File: config.mk
export PLATFORM = sky130hd
export DESIGN_NAME = median_frame_ctrl_flat
export DESIGN_NICKNAME = d
export VERILOG_FILES = /design/src/rtl/median_frame_ctrl_if.sv /design/src/rtl/median_frame_ctrl.sv /design/src/flat_wrapper.sv
export SDC_FILE = /design/constraint.sdc
export NUM_CORES = 1
export LEC_CHECK = 0
export CAP_MARGIN = 20
export CELL_PAD_IN_SITES_DETAIL_PLACEMENT = 2
export CELL_PAD_IN_SITES_GLOBAL_PLACEMENT = 2
export CORE_MARGIN = 3
export CORE_UTILIZATION = 31
export DETAILED_ROUTE_END_ITERATION = 12
export PLACE_DENSITY = 0.92
export SYNTH_ARGS = -nofsm -noshare
export SYNTH_HDL_FRONTEND = slang
export SYNTH_SLANG_ARGS = --single-unit
File: constraint.sdc
create_clock -name clk -period 4.7 [get_ports clk]
set_input_delay 0.94 -clock clk [delete_from_list [all_inputs] [get_ports clk]]
set_output_delay 0.94 -clock clk [all_outputs]
set_load 0.01 [all_outputs]
File: src/rtl/median_frame_ctrl_if.sv
// rtl/median_frame_ctrl_if.sv - frame sequencer control/handshake bundle for the 2x2 median filter
//
// Signals:
//   start_i, pix_valid_i         source -> controller
//   busy_o, done_o, err_o        controller status
//   wr_en_o, wr_addr_o           line-buffer port A (write)
//   rd_en_o, rd_addr_o           line-buffer port B (read)
//   shift_o, out_valid_o         window shift / median output valid
//   x_o, y_o                     raster position of the next expected pixel
// Modports: master = pixel source / test driver, slave = controller.
interface median_frame_ctrl_if #(
    parameter int IMAGE_LEN    = 1080,
    parameter int IMAGE_HEIGHT = 720
);
    localparam int ADDR_W = $clog2(IMAGE_LEN);
    localparam int Y_W    = $clog2(IMAGE_HEIGHT);

    logic              start_i;
    logic              pix_valid_i;
    logic              busy_o;
    logic              done_o;
    logic              wr_en_o;
    logic [ADDR_W-1:0] wr_addr_o;
    logic              rd_en_o;
    logic [ADDR_W-1:0] rd_addr_o;
    logic              shift_o;
    logic              out_valid_o;
    logic [ADDR_W-1:0] x_o;
    logic [Y_W-1:0]    y_o;
    logic              err_o;

    modport master (
        output start_i, pix_valid_i,
        input  busy_o, done_o, wr_en_o, wr_addr_o, rd_en_o, rd_addr_o,
        input  shift_o, out_valid_o, x_o, y_o, err_o
    );

    modport slave (
        input  start_i, pix_valid_i,
        output busy_o, done_o, wr_en_o, wr_addr_o, rd_en_o, rd_addr_o,
        output shift_o, out_valid_o, x_o, y_o, err_o
    );
endinterface

File: src/rtl/median_frame_ctrl.sv
// rtl/median_frame_ctrl.sv - frame sequencer for the 2x2 median filter datapath
//
// Ports:
//   clk   clock
//   rst   synchronous active-high reset
//   bus   median_frame_ctrl_if.slave: start/pixel-valid in; busy/done/err status,
//         line-buffer write/read enables and addresses, window shift, output valid,
//         raster x/y out.
// Optional feature: define MEDIAN_CTRL_ERR_EN to build sticky protocol-error
// detection on err_o; otherwise err_o is tied low.
//
// The line buffer is expected to be read-first on same-address collisions, so
// the read at column x returns the previous line one cycle later, in step with
// shift_o.
module median_frame_ctrl #(
    parameter int IMAGE_LEN    = 1080,
    parameter int IMAGE_HEIGHT = 720
) (
    input  logic                 clk,
    input  logic                 rst,
    median_frame_ctrl_if.slave   bus
);
    localparam int ADDR_W = $clog2(IMAGE_LEN);
    localparam int Y_W    = $clog2(IMAGE_HEIGHT);

    typedef enum logic [2:0] {
        S_IDLE,
        S_ROW0,
        S_ROWS,
        S_DRAIN,
        S_DONE
    } state_t;

    state_t            state_q, state_d;
    logic [ADDR_W-1:0] x_q, xd_q;
    logic [Y_W-1:0]    y_q, yd_q;
    logic              drain_q;
    logic              shift_q;
    logic              out_valid_q;
    logic              accept;
    logic              x_last;
    logic              y_last;
    logic              busy;

    always_comb begin
        accept = bus.pix_valid_i && (state_q == S_ROW0 || state_q == S_ROWS);
        x_last = (x_q == ADDR_W'(IMAGE_LEN - 1));
        y_last = (y_q == Y_W'(IMAGE_HEIGHT - 1));
        busy   = (state_q == S_ROW0) || (state_q == S_ROWS) || (state_q == S_DRAIN);
    end

    always_comb begin
        state_d = state_q;
        case (state_q)
            S_IDLE:  if (bus.start_i) state_d = S_ROW0;
            S_ROW0:  if (accept && x_last) state_d = S_ROWS;
            S_ROWS:  if (accept && x_last && y_last) state_d = S_DRAIN;
            // Two drain cycles let the last accept reach out_valid before DONE.
            S_DRAIN: if (drain_q) state_d = S_DONE;
            S_DONE:  state_d = S_IDLE;
            default: state_d = S_IDLE;
        endcase
    end

    always_ff @(posedge clk) begin
        if (rst) begin
            state_q     <= S_IDLE;
            x_q         <= '0;
            y_q         <= '0;
            xd_q        <= '0;
            yd_q        <= '0;
            drain_q     <= 1'b0;
            shift_q     <= 1'b0;
            out_valid_q <= 1'b0;
        end else begin
            state_q     <= state_d;
            drain_q     <= (state_q == S_DRAIN) && !drain_q;
            shift_q     <= accept;
            // Row 0 and column 0 have no complete 2x2 window.
            out_valid_q <= shift_q && (xd_q != '0) && (yd_q != '0);
            if (state_q == S_IDLE && bus.start_i) begin
                x_q <= '0;
                y_q <= '0;
            end else if (accept) begin
                xd_q <= x_q;
                yd_q <= y_q;
                if (x_last) begin
                    x_q <= '0;
                    // y holds on the final pixel; the frame ends instead of wrapping.
                    if (!y_last) y_q <= y_q + 1'b1;
                end else begin
                    x_q <= x_q + 1'b1;
                end
            end
        end
    end

`ifdef MEDIAN_CTRL_ERR_EN
    logic err_q;

    always_ff @(posedge clk) begin
        if (rst) begin
            err_q <= 1'b0;
        end else if ((bus.pix_valid_i && !(state_q == S_ROW0 || state_q == S_ROWS)) ||
                     (bus.start_i && busy)) begin
            err_q <= 1'b1;
        end
    end

    assign bus.err_o = err_q;
`else
    assign bus.err_o = 1'b0;
`endif

    assign bus.busy_o      = busy;
    assign bus.done_o      = (state_q == S_DONE);
    assign bus.wr_en_o     = accept;
    assign bus.wr_addr_o   = x_q;
    assign bus.rd_en_o     = accept;
    assign bus.rd_addr_o   = x_q;
    assign bus.shift_o     = shift_q;
    assign bus.out_valid_o = out_valid_q;
    assign bus.x_o         = x_q;
    assign bus.y_o         = y_q;
endmodule

File: src/flat_wrapper.sv
// flat-port wrapper written by rule: the top's interface ports become plain ports
module median_frame_ctrl_flat 
#(
    parameter int IMAGE_LEN    = 1080,
    parameter int IMAGE_HEIGHT = 720
)
  (clk, rst, bus_start_i, bus_pix_valid_i, bus_busy_o, bus_done_o, bus_wr_en_o, bus_wr_addr_o, bus_rd_en_o, bus_rd_addr_o, bus_shift_o, bus_out_valid_o, bus_x_o, bus_y_o, bus_err_o);
  median_frame_ctrl_if #(.IMAGE_LEN(IMAGE_LEN), .IMAGE_HEIGHT(IMAGE_HEIGHT)) bus_i ();
  input  logic clk;
  input  logic rst;
  input wire logic [$bits(bus_i.start_i)-1:0] bus_start_i;
  input wire logic [$bits(bus_i.pix_valid_i)-1:0] bus_pix_valid_i;
  output wire logic [$bits(bus_i.busy_o)-1:0] bus_busy_o;
  output wire logic [$bits(bus_i.done_o)-1:0] bus_done_o;
  output wire logic [$bits(bus_i.wr_en_o)-1:0] bus_wr_en_o;
  output wire logic [$bits(bus_i.wr_addr_o)-1:0] bus_wr_addr_o;
  output wire logic [$bits(bus_i.rd_en_o)-1:0] bus_rd_en_o;
  output wire logic [$bits(bus_i.rd_addr_o)-1:0] bus_rd_addr_o;
  output wire logic [$bits(bus_i.shift_o)-1:0] bus_shift_o;
  output wire logic [$bits(bus_i.out_valid_o)-1:0] bus_out_valid_o;
  output wire logic [$bits(bus_i.x_o)-1:0] bus_x_o;
  output wire logic [$bits(bus_i.y_o)-1:0] bus_y_o;
  output wire logic [$bits(bus_i.err_o)-1:0] bus_err_o;
  assign bus_i.start_i = bus_start_i;
  assign bus_i.pix_valid_i = bus_pix_valid_i;
  assign bus_busy_o = bus_i.busy_o;
  assign bus_done_o = bus_i.done_o;
  assign bus_wr_en_o = bus_i.wr_en_o;
  assign bus_wr_addr_o = bus_i.wr_addr_o;
  assign bus_rd_en_o = bus_i.rd_en_o;
  assign bus_rd_addr_o = bus_i.rd_addr_o;
  assign bus_shift_o = bus_i.shift_o;
  assign bus_out_valid_o = bus_i.out_valid_o;
  assign bus_x_o = bus_i.x_o;
  assign bus_y_o = bus_i.y_o;
  assign bus_err_o = bus_i.err_o;
  median_frame_ctrl #(.IMAGE_LEN(IMAGE_LEN), .IMAGE_HEIGHT(IMAGE_HEIGHT)) u_core (.clk(clk), .rst(rst), .bus(bus_i));
endmodule
==> flow_summary.ini, run 1 <==
[status]
status = completed

[clocking]
cts.htree.levels = 2
cts_resized = 0
clk_latency_ns = 0.30
cts.sinks = 48
cts_tree = yes
cts_max_path_buffers = 2
hold_buffers = 0
cts_buffers = 5
clock-root-buffer = clkbuf_8
cts.clk_slew.worst_paths_ns = 0.09
cts_setup_buffers = 0

[critical_path]
worstPathRequired_ns = 3.76
arrival_ns = 2.67
crit_path_max_fanout = 24
crit_path_end_kind = output port
worstSetupStartpointType = input pin
path_class = in -> out

[placed_design]
gp_congestion = 0.763
dpl-instance-area_sq_um = 2780
post-dp-hpwl_microns = 5050
place.port_buffers = 52
dp_cells = 401

[grt]
grt_pass1_vias = 2309
grt_start_max_net_pins = 32
grt_usage_pct = 17.2
grt_pass1_wl_microns = 12100
grt_remaining_overflow = 0
grt_antenna_before_repair = 0

[synthesis]
synth_ff_type = dfxtp_1
yosys-top-cells-area = dfxtp_1 40%, nand2_1 8.5%, buf_4 8.2%, a21oi_1 8.0%, or4_1 2.5%
synth_top_cell_by_area = dfxtp_1
ys_seq_area_share_pct = 40.3
synth_area_sq_um = 2380
synth_top_area_share_pct = 40.3
synth_edf_count = 0
synth.yosys.warnings = 0
syn_avg_cell_area_sq_um = 8.39
synthArstFlopShare_pct = 0
ys_seq_elements = 48
postSynthCellCount = 284
synthesis.nets = 290
ys_types = 44

[drt]
via_per_inst = 5.29
ant_nets = 0
first_pass_iters = 4
drt_iter0_markers = 72
via_count = 2162
wl_per_cell_microns = 17.2
finalWirelength_microns = 7050
drc = 0

[floorplanning]
start_util_pct = 32.3
core_area_sq_um = 7370
dieArea_sq_um = 8780
die_width_microns = 93.7
die_h_microns = 93.7
io_pins = 54
rows = 31

[cells_and_area]
stdcell_count = 409
final_common_cell = nand2_1
drive_gt1_share_pct = 8.39
num-nets-final = 315
syn_to_final_growth_pct = 21.7
design_area_sq_um = 2900
num_antenna_cells = 0
final_cell_mix = 54 x nand2_1, 52 x clkdlybuf4s50_1, 48 x dfxtp_1, 38 x a21oi_1

[sta]
slew_headroom_pct = 37.6
maxSlewViolCount = 0
tns_ns = 0
whs_ns = 0.456
fmaxAchievable_mhz = 277
layout_min_cycle_time_ns = 3.61
rsz0062_at_grt = no
skew_ns = 0.00621
worst_slew_pin_slew_ns = 0.927
setup_viol = 0
fin_crit_sh_pct = 76.8
hold_viol = 0

[min_path]
min-delay-path-class = reg -> reg

[power_and_ir_drop]
peakVddDrop_mv = 0.0952
p_leak_nw = 0.912
power.density_nw_per_um2 = 265

[run]
cap_viol_max_count = 0
==> cells in the mapped netlist (all sizes together), types with 8 or more instances <==
cell type  instances
a21oi             38
nor2               8
nor4               8
or4                8
nand3              9
buf               31
or3                9
o21ai              9
dfxtp             48
nand2             55
==> final timing paths <==
kind / endpoint / depth (start not counted) / slack (ns) / from
max: bus_wr_en_o / 6 / 1.09 / bus_pix_valid_i
min: u_core.yd_q[3]$_SDFFE_PP0P_ / 2 / 0.46 / u_core.yd_q[3]$_SDFFE_PP0P_
max reg2reg: u_core.bus.y_o[4]$_SDFFE_PP0P_ / 5 / 2.62 / u_core.bus.rd_addr_o[1]$_SDFFE_PP0P_
min reg2reg: u_core.yd_q[3]$_SDFFE_PP0P_ / 2 / 0.46 / u_core.yd_q[3]$_SDFFE_PP0P_
==> per-stage QoR <==
step	setup WS, ns	total power, W	utilization [%]
after global placement	1.16	0.000459	37.7
after detailed placement	1.12	0.000460	37.7
after floorplan	1.92	0.000448	-
after CTS	1.06	0.000783	39.4
final	1.09	0.000769	39.4
after global routing	0.968	0.000799	39.4
==> report_power, final <==
part | leakage, nW | internal, W | switching (W)
Sequential | 0.387 | 0.000408 | 0.00000338
Combinational | 0.463 | 0.0000144 | 0.0000252
Clock | 0.0614 | 0.000174 | 0.000144
==> metal layers <==
metal	track usage (%)	vias up	part of all wire [%]	wire length (microns)
met1	20.8	1082	44	3100
met2	31.1	48	51	3590
met4	4.33	0	1.1	81
met3	3.13	7	4.0	282
met5	0	-	0	0
li1	-	1025	-	-
==> layout make-up <==
type	instances	area [sq um]
Clock buffer	6	82.6
Sequential cell	48	961
Fill cell	825	4470
Timing Repair Buffer	55	543
Multi-Input combinational cell	194	1130
Clock inverter	2	38.8
Inverter	5	18.8
Tap cell	99	124
==> kinds of logic (layout without fill, tap and decap cells) <==
kind of cell	count (synthesis)	in the layout	share of synthesized area (%)
buffers and inverters	42	68	12.2
other	1	1	0.157
DFF	48	48	40.3
AOI/OAI and AO/OA	56	56	13.0
muxes	3	3	1.26
xor gates and xnor gates	5	5	2.63
adders and majority gates	2	2	1.05
and+or+nand+nor	127	127	29.4
==> flip-flops by register name (all words and copies together), names as in the netlist <==
signal and flops:
u_core.drain_q 1, u_core.xd_q 11, u_core.bus.out_valid_o 1, u_core.bus.y_o 10, u_core.bus.shift_o 1, u_core.bus.rd_addr_o 11
u_core.yd_q 10, u_core.state_q 3
==> critical path, stage by stage <==
cell             delay, ns
clkdlybuf4s50_1       0.46
and2b_2               0.25
nand2_1               0.11
buf_4                 0.23
inv_1                 0.11
clkdlybuf4s50_1       0.56
(Power assumes the default switching activity.)
==> run 2: changes to the inputs <==
--- a/config.mk
+++ b/config.mk
@@ -9,9 +9,9 @@
 export CELL_PAD_IN_SITES_DETAIL_PLACEMENT = 2
 export CELL_PAD_IN_SITES_GLOBAL_PLACEMENT = 2
 export CORE_MARGIN = 3
-export CORE_UTILIZATION = 31
+export CORE_UTILIZATION = 26
 export DETAILED_ROUTE_END_ITERATION = 12
-export PLACE_DENSITY = 0.92
+export PLACE_DENSITY = 0.83
 export SYNTH_ARGS = -nofsm -noshare
 export SYNTH_HDL_FRONTEND = slang
 export SYNTH_SLANG_ARGS = --single-unit
==> constraint.sdc (replaced) <==
create_clock -name clk -period 3.3 [get_ports clk]
set_input_delay 0.66 -clock clk [delete_from_list [all_inputs] [get_ports clk]]
set_output_delay 0.66 -clock clk [all_outputs]
set_load 0.01 [all_outputs]
==> run 2 against run 1 <==
  * Non-clock buffer count is the same
  * Sequential share of layout area down 0.13 points
  * Critical endpoint unchanged
  * Worst setup slack got worse by 0.57 ns
  * Routed wire length fell by 4.5%
==> flow_summary.ini, run 2 (synthesis results as in run 1) <==
[critical_path]
startpoint = bus_pix_valid_i
crit_path_end = bus_wr_en_o
r2r_start = u_core.bus.y_o[0]$_SDFFE_PP0P_
crit_path_end_kind = output port
r2r_setup_slack_ns = 1.24
path_class = in -> out
worstPathRequired_ns = 2.64
r2r-end = u_core.state_q[0]$_SDFFE_PP0P_
rr_worst_depth = 5
worstSetupStartpointType = input pin
crit_path_max_fanout = 8
arrival_ns = 2.12

[power_and_ir_drop]
seqPwrFrac_pct = 53.4
power.density_nw_per_um2 = 376
peakVddDrop_mv = 0.174
power_w = 0.00110
clock_power_share_pct = 41.5
internal-power_w = 0.000849
p_sw_share_pct = 22.5
p_leak_nw = 0.912
p_sw_w = 0.000246
pwr-share-comb_pct = 5.0

[sta]
fin_crit_sh_pct = 84.2
rsz0062_at_grt = no
skew_ns = 0.0100
fmaxAchievable_mhz = 360
layout_min_cycle_time_ns = 2.78
worst_slew_pin_slew_ns = 0.909
hold_viol = 0
tns_ns = 0
setup_viol = 0
slew_headroom_pct = 38.8
maxSlewViolCount = 0

[grt]
grt_pass1_wl_microns = 11200
grt_remaining_overflow = 0
grt_antenna_before_repair = 0
grt_start_max_net_pins = 31
grt_usage_pct = 13.8
grt_pass1_vias = 2151

[drt]
first_pass_iters = 4
ant_nets = 0
drt_iter0_markers = 66
via_count = 2145
via_per_inst = 5.13
finalWirelength_microns = 6740
wl_per_cell_microns = 16.1
drc = 0

[clocking]
cts.sinks = 48
cts_buffers = 5
cts.clk_slew.worst_paths_ns = 0.09
clock-root-buffer = clkbuf_8
cts_resized = 0
cts.htree.levels = 2
clk_latency_ns = 0.31
cts_setup_buffers = 0
cts_max_path_buffers = 2
hold_buffers = 0
cts_tree = yes

[placed_design]
post-dp-hpwl_microns = 4830
place.port_buffers = 52
gp_congestion = 0.744

[run]
cap_viol_max_count = 0

[floorplanning]
start_util_pct = 27.1
die_width_microns = 102
core_area_sq_um = 8810
io_pins = 54
dieArea_sq_um = 10400
rows = 34
die_h_microns = 102

[cells_and_area]
num_antenna_cells = 0
num-nets-final = 315
drive_gt1_share_pct = 8.39
syn_to_final_growth_pct = 22.2
final_common_cell = nand2_1
final_cell_mix = 54 x nand2_1, 52 x clkdlybuf4s50_1, 48 x dfxtp_1, 38 x a21oi_1

[min_path]
min-delay-path-class = reg -> reg

[status]
status = completed
[run 2: final cells by class]
cell class | count | area [sq um]
Timing Repair Buffer | 55 | 543
Clock buffer | 6 | 82.6
Inverter | 5 | 18.8
Sequential cell | 48 | 961
Tap cell | 108 | 135
Fill cell | 996 | 5890
Multi-Input combinational cell | 194 | 1130
Clock inverter | 2 | 38.8
[run 2: per-layer routing]
metal,GRT usage (%),routed length (microns)
met1,17.0,3080
met2,24.1,3320
met3,2.89,252
met4,3.68,77
met5,0,0
[run 2: power by group through the flow]
stage | clock, W | combinational (W) | sequential (W)
3_5_place_dp | 0 | 0.0000563 | 0.000599
4_1_cts | 0.000478 | 0.0000567 | 0.000586
5_1_grt | 0.000496 | 0.0000620 | 0.000586
3_3_place_gp | 0 | 0.0000551 | 0.000599
2_1_floorplan | 0 | 0.0000418 | 0.000597
6_report | 0.000455 | 0.0000550 | 0.000585
[run 2: metrics by stage]
stage / cell area [sq um] / hold WS (ns) / std cells / utilization (%) / setup slack (ns)
after floorplan: 2380 / 0.431 / 284 / - / 1.08
after global placement: 2790 / 0.440 / 410 / 31.7 / 0.517
after detailed placement: 2790 / 0.451 / 410 / 31.7 / 0.502
after CTS: 2910 / 0.465 / 418 / 33.1 / 0.502
after global routing: 2910 / 0.490 / 418 / 33.1 / 0.432
final: 2910 / 0.459 / 418 / 33.1 / 0.521
[run 2: worst min-delay path by stage]
stage	cells after the start	startpoint	end
after floorplan	2	u_core.yd_q[3]$_SDFFE_PP0P_	u_core.yd_q[3]$_SDFFE_PP0P_
after global placement	2	u_core.yd_q[4]$_SDFFE_PP0P_	u_core.yd_q[4]$_SDFFE_PP0P_
after detailed placement	2	u_core.yd_q[5]$_SDFFE_PP0P_	u_core.yd_q[5]$_SDFFE_PP0P_
after CTS	2	u_core.yd_q[5]$_SDFFE_PP0P_	u_core.yd_q[5]$_SDFFE_PP0P_
after global routing	2	u_core.xd_q[2]$_SDFFE_PP0P_	u_core.xd_q[2]$_SDFFE_PP0P_
final	2	u_core.yd_q[2]$_SDFFE_PP0P_	u_core.yd_q[2]$_SDFFE_PP0P_
[run 2: worst max-delay path, cell delays in order]
cell and delay (ns):
clkdlybuf4s50_1 0.44, and2b_2 0.25, nand2_1 0.11, inv_1 0.11
clkdlybuf4s50_1 0.55
==> run 3: changes to the inputs <==
--- a/config.mk
+++ b/config.mk
@@ -9,9 +9,9 @@
 export CELL_PAD_IN_SITES_DETAIL_PLACEMENT = 2
 export CELL_PAD_IN_SITES_GLOBAL_PLACEMENT = 2
 export CORE_MARGIN = 3
-export CORE_UTILIZATION = 26
+export CORE_UTILIZATION = 29
 export DETAILED_ROUTE_END_ITERATION = 12
-export PLACE_DENSITY = 0.83
+export PLACE_DENSITY = 0.87
 export SYNTH_ARGS = -nofsm -noshare
 export SYNTH_HDL_FRONTEND = slang
 export SYNTH_SLANG_ARGS = --single-unit
==> constraint.sdc (replaced) <==
create_clock -name clk -period 2.6 [get_ports clk]
set_input_delay 0.52 -clock clk [delete_from_list [all_inputs] [get_ports clk]]
set_output_delay 0.52 -clock clk [all_outputs]
set_load 0.01 [all_outputs]
==> run 3 against run 2 <==
  * Non-clock buffer count increased by 4
  * Final cell count decreased by 0.48%
  * Total power increased by 17%
  * Via count increased by 1.5%
  * Clock skew decreased by 0.0020 ns
  * Sequential share of layout area increased by 0.19 points
  * Clock power increased by 0.9%
  * Combinational power increased by 38%
  * Worst setup slack got worse by 0.35 ns
  * Flip-flop and latch count unchanged
  * Worst hold slack improved by 0.0047 ns
  * Routed wire length increased by 6.2%
  * Critical path type is now reg -> out
  * Largest cell class unchanged
==> flow_summary.ini, run 3 (synthesis results as in run 1) <==
[drt]
ant_nets = 0
wl_met3_microns = 283
finalWirelength_microns = 7150
top_layer = met4
wl_per_cell_microns = 17.2
via_per_inst = 5.23
drt_iter0_markers = 59
first_pass_iters = 4
via_count = 2177
routed-wl-met2_microns = 3620
drc = 0
wl_met1_microns = 3180

[status]
status = completed

[critical_path]
worstSetupStartpointType = flop
rr_worst_depth = 5
cpMaxStageDelayCell = clkdlybuf4s50_1
critPathTopFamily = buffers and inverters
crit_path_max_fanout = 9
path_class = reg -> out
path_depth = 4
max_stage_delay_ns = 0.56
path_cells = xor2_4 > nand2_1 > inv_1 > clkdlybuf4s50_1
crit_buf_inv = 2
worstPathRequired_ns = 2.08
crit_path_end_kind = output port
arrival_ns = 1.91

[placed_design]
dp_slack_ns = 0.168
gp_congestion = 0.771
post-dp-hpwl_microns = 5040
place.port_buffers = 52
dp_cells = 408

[cells_and_area]
syn_to_final_growth_pct = 21.8
drive_gt1_share_pct = 10.2
stdcell_count = 416
fill_cells = 936
final_common_cell = nand2_1
num_antenna_cells = 0
num-nets-final = 319
final_cell_mix = 54 x nand2_1, 52 x clkdlybuf4s50_1, 46 x dfxtp_1, 38 x a21oi_1

[power_and_ir_drop]
power.density_nw_per_um2 = 440
peakVddDrop_mv = 0.167
power_w = 0.00128
p_leak_nw = 0.920

[run]
cap_viol_max_count = 0

[min_path]
hold_depth = 2
min-delay-path-class = reg -> reg

[grt]
grt_usage_pct = 15.5
grt_pass1_wl_microns = 12000
grt_start_max_net_pins = 31
grt_remaining_overflow = 0
grt_antenna_before_repair = 0
grt_pass1_vias = 2294

[clocking]
clock-root-buffer = clkbuf_8
cts_setup_buffers = 0
clk_latency_ns = 0.31
cts.clk_slew.worst_paths_ns = 0.09
cts.htree.levels = 2
cts_buffers = 5
cts_max_path_buffers = 2
cts.sinks = 48
cts_tree = yes

[floorplanning]
io_pins = 54
core_area_sq_um = 7850
rows = 32
dieArea_sq_um = 9340
start_util_pct = 30.4
die_h_microns = 96.7
die_width_microns = 96.7

[sta]
layout_min_cycle_time_ns = 2.43
whs_ns = 0.463
fin_crit_sh_pct = 93.6
skew_ns = 0.00804
maxSlewViolCount = 0
setup_slack_ns = 0.167
fmaxAchievable_mhz = 411
hold_viol = 0
rsz0062_at_grt = no
tns_ns = 0
setup_viol = 0
-- run 3: what timing repair did --
item,CTS,global route
setup endpoints to repair,1,2
hold buffers,0,0
hold endpoints to repair,0,0
gates resized for setup,1,1
-- run 3: final timing paths --
path                                   startpoint                        endpoint  slack (ns)
max                u_core.state_q[0]$_SDFFE_PP0P_                     bus_wr_en_o        0.17
min                   u_core.yd_q[3]$_SDFFE_PP0P_     u_core.yd_q[3]$_SDFFE_PP0P_        0.46
max reg2reg  u_core.bus.rd_addr_o[1]$_SDFFE_PP0P_  u_core.bus.y_o[0]$_SDFFE_PP0P_        0.58
min reg2reg           u_core.yd_q[3]$_SDFFE_PP0P_     u_core.yd_q[3]$_SDFFE_PP0P_        0.46
-- run 3: metal layers --
metal  global-route usage (%)  vias up
li1                         -     1029
met3                     2.88        6
met5                        0        -
met4                     3.56        0
met2                     27.8       52
met1                     19.0     1090
-- run 3: worst register-to-register path, delay by kind of cell (launching register included) --
family	cells	cell delay, ns
AO/OA/AOI/OAI	1	0.19
adder cells (fa/ha/maj)	1	0.23
flip-flops	1	0.49
AND/OR/NAND/NOR	3	1.04
-- run 3: final cells by class --
cell class	count	area [sq um]	share of cell area [%]
Clock buffer	5	68.8	2.37
Tap cell	102	128	4.40
Timing Repair Buffer	59	573	19.7
Multi-Input combinational cell	194	1130	39.0
Clock inverter	3	18.8	0.647
Sequential cell	48	963	33.2
Inverter	5	18.8	0.647
-- run 3: where the power goes --
group / internal (W) / switching (W) / leakage, nW
combinational: 0.0000291 / 0.0000466 / 0.484
clock: 0.000188 / 0.000270 / 0.0479
sequential: 0.000737 / 0.00000485 / 0.388
-- run 3: through the flow --
step                      instance area [sq um]  util (%)
after floorplan                            2380         -
after global placement                     2810      35.8
after detailed placement                   2810      35.8
after CTS                                  2900      37.0
after global routing                       2900      37.0
final                                      2900      37.0
